### config.mk
export PLATFORM = sky130hd
export DESIGN_NAME = result_text_rom
export DESIGN_NICKNAME = d
export VERILOG_FILES = /design/src/rtl/result_text_pkg.sv /design/src/rtl/result_text_rom_bin2bcd_seq.sv /design/src/rtl/result_text_rom.sv
export SDC_FILE = /design/constraint.sdc
export NUM_CORES = 1
export LEC_CHECK = 0
export CAP_MARGIN = 15
export CORE_UTILIZATION = 35
export DETAILED_ROUTE_END_ITERATION = 10
export PLACE_DENSITY = 0.54
export RECOVER_POWER = 25
export SYNTH_ARGS = -nofsm -noshare
export SYNTH_HDL_FRONTEND = slang
export SYNTH_HIERARCHICAL = 1
export SYNTH_SLANG_ARGS = --single-unit
### constraint.sdc
create_clock -name clk -period 4.1 [get_ports clk]
set_input_delay 0.41 -clock clk [delete_from_list [all_inputs] [get_ports clk]]
set_output_delay 0.41 -clock clk [all_outputs]
set_load 0.01 [all_outputs]
### src/rtl/result_text_pkg.sv
// Shared character codes, fixed line text and field positions for the result text ROM.
package result_text_pkg;

    localparam logic [6:0] CH_BLANK = 7'd0;
    localparam logic [6:0] CH_ZERO  = 7'd48;
    localparam logic [6:0] CH_COLON = 7'd58;

    // Text tables are right-aligned in 128 bits; column 1 holds the first character.
    localparam int TEXT_W = 128;
    localparam logic [TEXT_W-1:0] LINE0_TEXT       = {8'd0, "Congratulation!"};
    localparam logic [TEXT_W-1:0] SCORE_LABEL_TEXT = {40'd0, "Your score:"};
    localparam logic [TEXT_W-1:0] TIME_LABEL_TEXT  = {48'd0, "Your time:"};

    localparam int LINE0_ROW       = 0;
    localparam int LINE0_LEN       = 15;
    localparam int SCORE_ROW       = 2;
    localparam int SCORE_LABEL_LEN = 11;
    localparam int SCORE_END_BASE  = 12;  // last score digit sits at SCORE_END_BASE + SCORE_DIGITS
    localparam int TIME_ROW        = 4;
    localparam int TIME_LABEL_LEN  = 10;
    localparam int TIME_COL        = 12;  // MM:SS occupies TIME_COL .. TIME_COL+4

    typedef enum logic [0:0] {
        CONV_IDLE,
        CONV_SHIFT
    } conv_state_e;

    function automatic logic [6:0] text_at(input logic [TEXT_W-1:0] txt, input int len,
                                           input int col);
        logic [6:0] ch;
        ch = CH_BLANK;
        if (col >= 1 && col <= len) begin
            ch = txt[8*(len-col) +: 7];
        end
        return ch;
    endfunction

endpackage

### src/rtl/result_text_rom_bin2bcd_seq.sv
// Sequential shift-add-3 binary-to-BCD converter, one input bit per cycle.
// Values above 10^SCORE_DIGITS-1 saturate to all nines.
module bin2bcd_seq
    import result_text_pkg::*;
#(
    parameter int SCORE_W      = 14,
    parameter int SCORE_DIGITS = 4
) (
    input  logic                      clk,
    input  logic                      rst_n,
    input  logic                      start,
    input  logic [SCORE_W-1:0]        bin,
    output logic                      busy,
    output logic                      done,
    output logic [4*SCORE_DIGITS-1:0] bcd
);

    localparam int          BCD_W   = 4 * SCORE_DIGITS;
    localparam int          CNT_W   = $clog2(SCORE_W + 1);
    localparam logic [63:0] MAX_VAL = 64'(10 ** SCORE_DIGITS) - 64'd1;

    conv_state_e        state_q, state_d;
    logic [CNT_W-1:0]   cnt_q, cnt_d;
    logic [SCORE_W-1:0] bin_q, bin_d;
    logic [BCD_W-1:0]   bcd_q, bcd_d;
    logic               ovf_q, ovf_d;
    logic [BCD_W-1:0]   bcd_adj;

    // NOTE: every variable gets a default at the top of always_comb so no path leaves it unassigned (no latch).
    always_comb begin
        state_d = state_q;
        cnt_d   = cnt_q;
        bin_d   = bin_q;
        bcd_d   = bcd_q;
        ovf_d   = ovf_q;
        bcd_adj = bcd_q;
        for (int i = 0; i < SCORE_DIGITS; i++) begin
            if (bcd_q[4*i +: 4] >= 4'd5) begin
                bcd_adj[4*i +: 4] = bcd_q[4*i +: 4] + 4'd3;
            end
        end
        case (state_q)
            CONV_IDLE: begin
                if (start) begin
                    bin_d   = bin;
                    bcd_d   = '0;
                    cnt_d   = CNT_W'(SCORE_W);
                    ovf_d   = 64'(bin) > MAX_VAL;
                    state_d = CONV_SHIFT;
                end
            end
            CONV_SHIFT: begin
                if (cnt_q == '0) begin
                    state_d = CONV_IDLE;
                end else begin
                    {bcd_d, bin_d} = {bcd_adj, bin_q} << 1;
                    cnt_d          = cnt_q - 1'b1;
                end
            end
            default: state_d = CONV_IDLE;
        endcase
    end

    // NOTE: sequential state uses non-blocking assignments so all flops update from pre-edge values.
    always_ff @(posedge clk or negedge rst_n) begin
        if (!rst_n) begin
            state_q <= CONV_IDLE;
            cnt_q   <= '0;
            bin_q   <= '0;
            bcd_q   <= '0;
            ovf_q   <= 1'b0;
        end else begin
            state_q <= state_d;
            cnt_q   <= cnt_d;
            bin_q   <= bin_d;
            bcd_q   <= bcd_d;
            ovf_q   <= ovf_d;
        end
    end

    assign busy = (state_q != CONV_IDLE);
    assign done = (state_q == CONV_SHIFT) && (cnt_q == '0);
    assign bcd  = ovf_q ? {SCORE_DIGITS{4'h9}} : bcd_q;

endmodule

### src/rtl/result_text_rom.sv
// Result screen character ROM: fixed text plus snapshot score and MM:SS time.
// Optional score blinking is enabled by defining RESULT_TEXT_BLINK_EN.
module result_text_rom
    import result_text_pkg::*;
#(
    parameter int COLS         = 17,
    parameter int ROWS         = 5,
    parameter int SCORE_W      = 14,
    parameter int SCORE_DIGITS = 4,
    parameter int BLINK_FRAMES = 32
) (
    input  logic               clk,
    input  logic               rst_n,
    input  logic               latch,
    input  logic [SCORE_W-1:0] score,
    input  logic [6:0]         minutes_dozens_unity,
    input  logic [6:0]         seconds_dozens_unity,
    input  logic               frame_tick,
    input  logic [9:0]         char_yx,
    output logic [6:0]         char_code,
    output logic               busy
);

    localparam int BCD_W = 4 * SCORE_DIGITS;

    logic             conv_start, conv_busy, conv_done;
    logic [BCD_W-1:0] conv_bcd;

    logic [6:0]        pend_min_q, pend_min_d, pend_sec_q, pend_sec_d;
    logic [6:0]        shown_min_q, shown_min_d, shown_sec_q, shown_sec_d;
    logic [BCD_W-1:0]  shown_digits_q, shown_digits_d;
    logic [6:0]        char_code_q, char_code_d;
    logic [SCORE_DIGITS-1:0] digit_show;
    logic              blink_hidden;

    assign conv_start = latch & ~conv_busy;

    bin2bcd_seq #(
        .SCORE_W      (SCORE_W),
        .SCORE_DIGITS (SCORE_DIGITS)
    ) u_bin2bcd (
        .clk   (clk),
        .rst_n (rst_n),
        .start (conv_start),
        .bin   (score),
        .busy  (conv_busy),
        .done  (conv_done),
        .bcd   (conv_bcd)
    );

    // Time is held pending during conversion so score and time switch over together.
    always_comb begin
        pend_min_d     = pend_min_q;
        pend_sec_d     = pend_sec_q;
        shown_min_d    = shown_min_q;
        shown_sec_d    = shown_sec_q;
        shown_digits_d = shown_digits_q;
        if (conv_start) begin
            pend_min_d = minutes_dozens_unity;
            pend_sec_d = seconds_dozens_unity;
        end
        if (conv_done) begin
            shown_digits_d = conv_bcd;
            shown_min_d    = pend_min_q;
            shown_sec_d    = pend_sec_q;
        end
    end

    always_ff @(posedge clk or negedge rst_n) begin
        if (!rst_n) begin
            pend_min_q     <= '0;
            pend_sec_q     <= '0;
            shown_min_q    <= '0;
            shown_sec_q    <= '0;
            shown_digits_q <= '0;
            char_code_q    <= CH_BLANK;
        end else begin
            pend_min_q     <= pend_min_d;
            pend_sec_q     <= pend_sec_d;
            shown_min_q    <= shown_min_d;
            shown_sec_q    <= shown_sec_d;
            shown_digits_q <= shown_digits_d;
            char_code_q    <= char_code_d;
        end
    end

`ifdef RESULT_TEXT_BLINK_EN
    localparam int BLINK_CNT_W = $clog2(BLINK_FRAMES + 1);

    logic [BLINK_CNT_W-1:0] blink_cnt_q, blink_cnt_d;
    logic                   blink_hidden_q, blink_hidden_d;

    always_comb begin
        blink_cnt_d    = blink_cnt_q;
        blink_hidden_d = blink_hidden_q;
        if (frame_tick) begin
            if (blink_cnt_q == BLINK_CNT_W'(BLINK_FRAMES - 1)) begin
                blink_cnt_d    = '0;
                blink_hidden_d = ~blink_hidden_q;
            end else begin
                blink_cnt_d = blink_cnt_q + 1'b1;
            end
        end
    end

    always_ff @(posedge clk or negedge rst_n) begin
        if (!rst_n) begin
            blink_cnt_q    <= '0;
            blink_hidden_q <= 1'b0;
        end else begin
            blink_cnt_q    <= blink_cnt_d;
            blink_hidden_q <= blink_hidden_d;
        end
    end

    assign blink_hidden = blink_hidden_q;
`else
    localparam int UNUSED_BLINK_FRAMES = BLINK_FRAMES;
    logic unused_frame_tick;
    assign unused_frame_tick = frame_tick;
    assign blink_hidden      = 1'b0;
`endif

    // Leading-zero blanking: a digit shows once any more significant digit is non-zero.
    always_comb begin
        logic seen;
        seen       = 1'b0;
        digit_show = '0;
        for (int k = SCORE_DIGITS - 1; k >= 0; k--) begin
            seen          = seen | (shown_digits_q[4*k +: 4] != 4'd0);
            digit_show[k] = seen | (k == 0);
        end
    end

    always_comb begin
        int y;
        int x;
        int k;
        y           = int'(char_yx[9:5]);
        x           = int'(char_yx[4:0]);
        k           = 0;
        char_code_d = CH_BLANK;
        if (y < ROWS && x < COLS) begin
            if (y == LINE0_ROW) begin
                char_code_d = text_at(LINE0_TEXT, LINE0_LEN, x);
            end else if (y == SCORE_ROW) begin
                if (x <= SCORE_LABEL_LEN) begin
                    char_code_d = text_at(SCORE_LABEL_TEXT, SCORE_LABEL_LEN, x);
                end else if (x > SCORE_END_BASE && x <= SCORE_END_BASE + SCORE_DIGITS) begin
                    k = SCORE_END_BASE + SCORE_DIGITS - x;
                    if (digit_show[k] && !blink_hidden) begin
                        char_code_d = CH_ZERO + {3'b000, shown_digits_q[4*k +: 4]};
                    end
                end
            end else if (y == TIME_ROW) begin
                if (x <= TIME_LABEL_LEN) begin
                    char_code_d = text_at(TIME_LABEL_TEXT, TIME_LABEL_LEN, x);
                end else begin
                    case (x - TIME_COL)
                        0:       char_code_d = CH_ZERO + {4'b0000, shown_min_q[6:4]};
                        1:       char_code_d = CH_ZERO + {3'b000, shown_min_q[3:0]};
                        2:       char_code_d = CH_COLON;
                        3:       char_code_d = CH_ZERO + {4'b0000, shown_sec_q[6:4]};
                        4:       char_code_d = CH_ZERO + {3'b000, shown_sec_q[3:0]};
                        default: char_code_d = CH_BLANK;
                    endcase
                end
            end
        end
    end

    assign char_code = char_code_q;
    assign busy      = conv_busy;

endmodule

Word-level counts from Yosys, hierarchy flattened. Cells that the tools add are included.

Add/sub/neg operators: 15. Bitwise gates (word level): 4. Order comparisons: 14. Shift operators: 4. Muxes and demuxes: 32. Reduce and logical (&&, ||, !) cells: 14. Equality and inequality tests: 8.

Operators by type and width (number): 128-bit by 9-bit indexed part select with 7-bit output, first input constant (3); 7-bit 2-to-1 mux (11); 32-bit by 2-bit == test with 1-bit output, second input constant (2); 16-bit 2-to-1 mux (3); 7-bit one-hot mux with 5 select lines (1); 32-bit by 1-bit == test with 1-bit output, second input constant (1); 32-bit by 3-bit == test with 1-bit output, second input constant (1); 32-bit zero test (1); 16-bit one-hot mux with 2 select lines (1); 14-bit 2-to-1 mux (2); 14-bit one-hot mux with 2 select lines (1); 6-bit by 4-bit adder with 7-bit output, first input constant (3); 4-bit 2-to-1 mux (5); 4-bit by 5-bit subtractor with 6-bit output, first input constant (3); 4-bit by 3-bit >= comparator with 1-bit output, second input constant (4); 16-bit by 8-bit indexed part select with 4-bit output (1); 5-bit by 4-bit <= comparator with 1-bit output, second input constant (3); 6-bit by 3-bit adder with 7-bit output, first input constant (2); 14-bit > comparator, second input constant (1); 4-bit by 2-bit adder with 4-bit output, second input constant (3); 4-bit nonzero test (3); 4-bit one-hot mux with 2 select lines (1); 1-bit logical AND (6); 6-bit by 4-bit less-than comparator with 1-bit output, second input constant (1); other kinds (22) (28).

Word-level logic and storage cells: 102. Register bits after elaboration: 87. Bits of input ports: 42. Output and inout port bits: 8.

Logic depth before layout (Yosys ltp).
Depth in word-level cells: 12. Mapped depth: 11. Depth with buffers taken out: 8.

Cells and area by module. The synthesis kept the hierarchy.

By module, submodules not included: result_text_rom (cells each 340, area each 3509.6 sq um, sequential area each 1276.2 sq um, times used 1); bin2bcd_seq (cells each 197, area each 1928.1 sq um, sequential area each 900.9 sq um, times used 1).

Worst setup path after synthesis. Ideal clock, no wire load.

Path type: input -> register. Start: in char_yx[0]. End: reg char_code_q[2], in the netlist char_code[2]. Setup time: 130 ps. Cell stages on the path: 10. Path buffers: 3. Data required time: 3970 ps. Arrival time: 2474 ps. Path slack: 1496 ps. Cell sequence: buf_2 -> buf_2 -> inv_1 -> ha_1 -> clkbuf_1 -> xnor2_1 -> mux2_2 -> o32a_2 -> o211ai_2 -> a22oi_2.

Word-level cells in the longest chain between the ends: 10. Elaborated cells on any way between the ends: 42. Those cells by class: add/sub (6); order compare (7); eq/ne (4); shift (4); mux (15); reduce/logical (6).

RTL lines: start: declaration (RTL line result_text_rom.sv:19) `input logic [9:0] char_yx,`; branches (longest 9 deep; another with 6-bit by 4-bit adder with 7-bit output); 7-bit 2-to-1 mux * (RTL line result_text_rom.sv:143) `if (y < ROWS && x < COLS) begin`; via char_code_d[2] (RTL line result_text_rom.sv:32) `logic [6:0] char_code_q, char_code_d;`; end signal: assignment (RTL line result_text_rom.sv:83) `char_code_q <= char_code_d;`; end: declaration (RTL line result_text_rom.sv:32).

Mark *: on every way through the listed nets, which the timed path passes. The select of a mux whose other input is x is not followed. A chain may end at the register's enable or synchronous reset.

==> results.cfg <==
[status]
outcome = finished with violations
violations = capacitance limit, slew limit

[clocking]
cts_resized = 0
clockBufferDepth = 2
clkLatencyLatePin_ns = 0.34
cts_tree = done
numCtsBuffers = 9
htree_levels = 3
root_buffer = clkbuf_16
cts_sinks = 87
cts.clk_slew.worst_paths_ns = 0.06

[synth]
synth_nets = 600
synth_async_sr_flop_share_pct = 100
synth.avg_cell_area_sq_um = 10.1
synth-edff-count = 0
yosysWarnings = 6
synth_seq_cells = 87
ys_types = 76
synth_area_sq_um = 5440
syn_inst = 537
synth_flop_cell = dfrtp_1
ys_seq_area_share_pct = 40.0

[placed_design]
preCtsSetupSlack_ns = 0.816
io_buffer_count = 48
gp_congestion = 0.873
hpwlAfterDp_um = 9500

[detailed_routing]
routed_via_density = 5.63
route.detailed.drc = 0
wl_per_cell_um = 17.3
drt_iter0_markers = 273
via_count = 4305
first_pass_iters = 5
ant_nets = 0
routed_wl_um = 13300

[floorplan]
placementRows = 45
dieWidth_um = 127
die_y_um = 127
core_sq_um = 15200
io_pins = 50
dieArea_sq_um = 16000
start_util_pct = 35.8

[timing]
setup_ws_ns = 1.15
setup_tns_ns = 0
hold_violations = 0
skew_ns = 0.00640
grt_setup_unrepaired = no
timing.hold.ws_ns = 0.488
final_max_slew_viol_count = 70
period_share_pct = 71.9
tightest_slew_ns = 1.69
timing.fmax_mhz = 339
setup_violations = 0
maxSlewHeadroom_pct = -12.5
min_period_ns = 2.95

[critical_path]
cp.required_ns = 4.24
crit_fanout = 69
critPathKind = in -> async
endpoint_kind = asynchronous set/reset pin
crit_arrival_ns = 3.08
startpoint_type = primary input
reg2reg_from = u_bin2bcd/cnt_q[0]$_DFFE_PN0P_
critPathLaunch = rst_n

[finish]
final_common_cell = dfrtp_1
layout-drive-gt1-share_pct = 18.4
layout.area.seq_sq_um = 2180
syn2layout_area_growth_pct = 16.6
final_cell_mix = dfrtp_1 (87), mux2_2 (47), clkdlybuf4s50_1 (47)
fin_util_pct = 41.7
fillCellCount = 1519
final_nets = 635
multi_input_area_sq_um = 2960
n_antenna_cell = 0

[power]
p_sw_share_pct = 34.8
internal_power_uw = 2400
leakagePower_uw = 0.00270
power_density_nw_per_um2 = 581
power_frac_comb_pct = 37.1
power_frac_clock_pct = 22.6
p_seq_share_pct = 40.3
power.switching_uw = 1280
vdd_ir_drop_max_mv = 0.344

[worst_hold_path]
min_path_type = reg -> reg
holdCritStartpoint = u_bin2bcd/bin_q[8]$_DFFE_PN0P_

[global_route]
antenna_found_initial = 0
overflow = 0
grt_pass1_vias = 4255
grt_usage_pct = 17.2
grt_pass1_wl_um = 21900
grt_max_degree = 88

[flow_run]
cap_violations = 1
-- final cells by class --
type                    count  share of cell area, %
inverters                  26                   1.54
multi-input cells         388                   46.7
clock inverters             6                   1.07
well taps                 188                   3.71
flip-flops and latches     87                   34.3
clock buffers              10                   3.77
repair buffers             60                   8.90
-- sequential cells by signal, summed over array words and instances (netlist names) --
register,count
shown_digits_q,16
u_bin2bcd/bcd_q,16
u_bin2bcd/bin_q,14
char_code,7
pend_min_q,7
pend_sec_q,7
shown_min_q,7
shown_sec_q,7
u_bin2bcd/cnt_q,4
u_bin2bcd/busy,1
u_bin2bcd/ovf_q,1
-- power by group through the flow --
stage                     Sequential, uW  Combinational, uW  Clock, uW
after detailed placement            1500               1370          0
final                               1490               1370        834
after CTS                           1490               1380        866
after global routing                1540               1530        896
after floorplan                     1400               1120          0
after global placement              1490               1320          0
-- cell usage after synthesis, types with 3 or more instances --
library cell | n | area share [%]
a222oi_1 | 6 | 1.1
mux2i_1 | 12 | 2.2
nor2b_1 | 14 | 1.6
clkbuf_1 | 16 | 1.1
nor2_1 | 24 | 1.7
nand2_1 | 33 | 2.3
nor3b_1 | 3 | 0.41
a211oi_1 | 6 | 0.83
a22oi_1 | 3 | 0.41
buf_1 | 4 | 0.28
buf_2 | 9 | 0.83
nor3_1 | 4 | 0.37
nor4_1 | 8 | 0.92
o31ai_1 | 3 | 0.41
dfrtp_1 | 87 | 40
xor2_1 | 5 | 0.81
o211ai_1 | 11 | 1.5
nand2b_1 | 9 | 1.0
a22o_1 | 6 | 0.97
a31oi_1 | 8 | 0.92
mux4_2 | 3 | 1.2
xnor2_1 | 8 | 1.3
o21ai_0 | 30 | 2.8
mux2_2 | 47 | 9.7
nand4_1 | 4 | 0.46
a21oi_1 | 27 | 2.5
ha_1 | 21 | 4.8
or2_2 | 8 | 0.92
o22ai_1 | 5 | 0.58
a21o_1 | 7 | 0.97
nand3_1 | 17 | 1.6
o32ai_1 | 5 | 0.81
inv_1 | 23 | 1.6
and3b_1 | 3 | 0.48
buf_6 | 5 | 1.0
-- cells by family after synthesis --
family	after synthesis	share of synthesized area (%)
compound gates	147	19.5
simple gates	144	14.4
flops	87	40.0
mux	63	13.6
buf+inv	62	5.55
fa+ha+maj	21	4.83
xor+xnor	13	2.09
-- worst max-delay path, stage by stage --
cell and delay [ns]:
dlygate4sd3_1 0.52, clkbuf_1 0.74, clkbuf_2 1.36
-- layer usage --
layer	global-route usage, %	vias to the layer above	share of wire [%]
li1	-	2053	-
met1	24.1	2127	48
met2	27.1	110	46
met3	2.53	15	3.9
met4	5.88	0	1.5
met5	0	-	0
-- what timing repair did --
action | 4_1_cts | 5_1_grt
hold endpoints to repair | 0 | 18
buffers inserted | 0 | 0
hold buffers | 0 | 1
-- worst paths after layout --
kind / to / slack, ns / cells past startpoint
worst max-delay path: shown_sec_q[2]$_DFFE_PN0P_ / 1.15 / 3
worst min-delay path: u_bin2bcd/bin_q[8]$_DFFE_PN0P_ / 0.49 / 2
worst max register to register: u_bin2bcd/bcd_q[9]$_DFFE_PN0P_ / 1.55 / 6
worst min register to register: u_bin2bcd/bin_q[8]$_DFFE_PN0P_ / 0.49 / 2
max in group clk: char_code[0]$_DFF_PN0_ / 1.17 / 8
min in group asynchronous: u_bin2bcd/bin_q[1]$_DFFE_PN0P_ / 0.75 / 2
-- through the flow --
step / total power [uW] / instances / area, sq um
final: 3690 / 765 / 6340
after global routing: 3970 / 765 / 6340
after CTS: 3730 / 763 / 6330
after detailed placement: 2880 / 747 / 6020
after global placement: 2810 / 747 / 6020
after floorplan: 2520 / 537 / 5440
(Power assumes the default switching activity.)
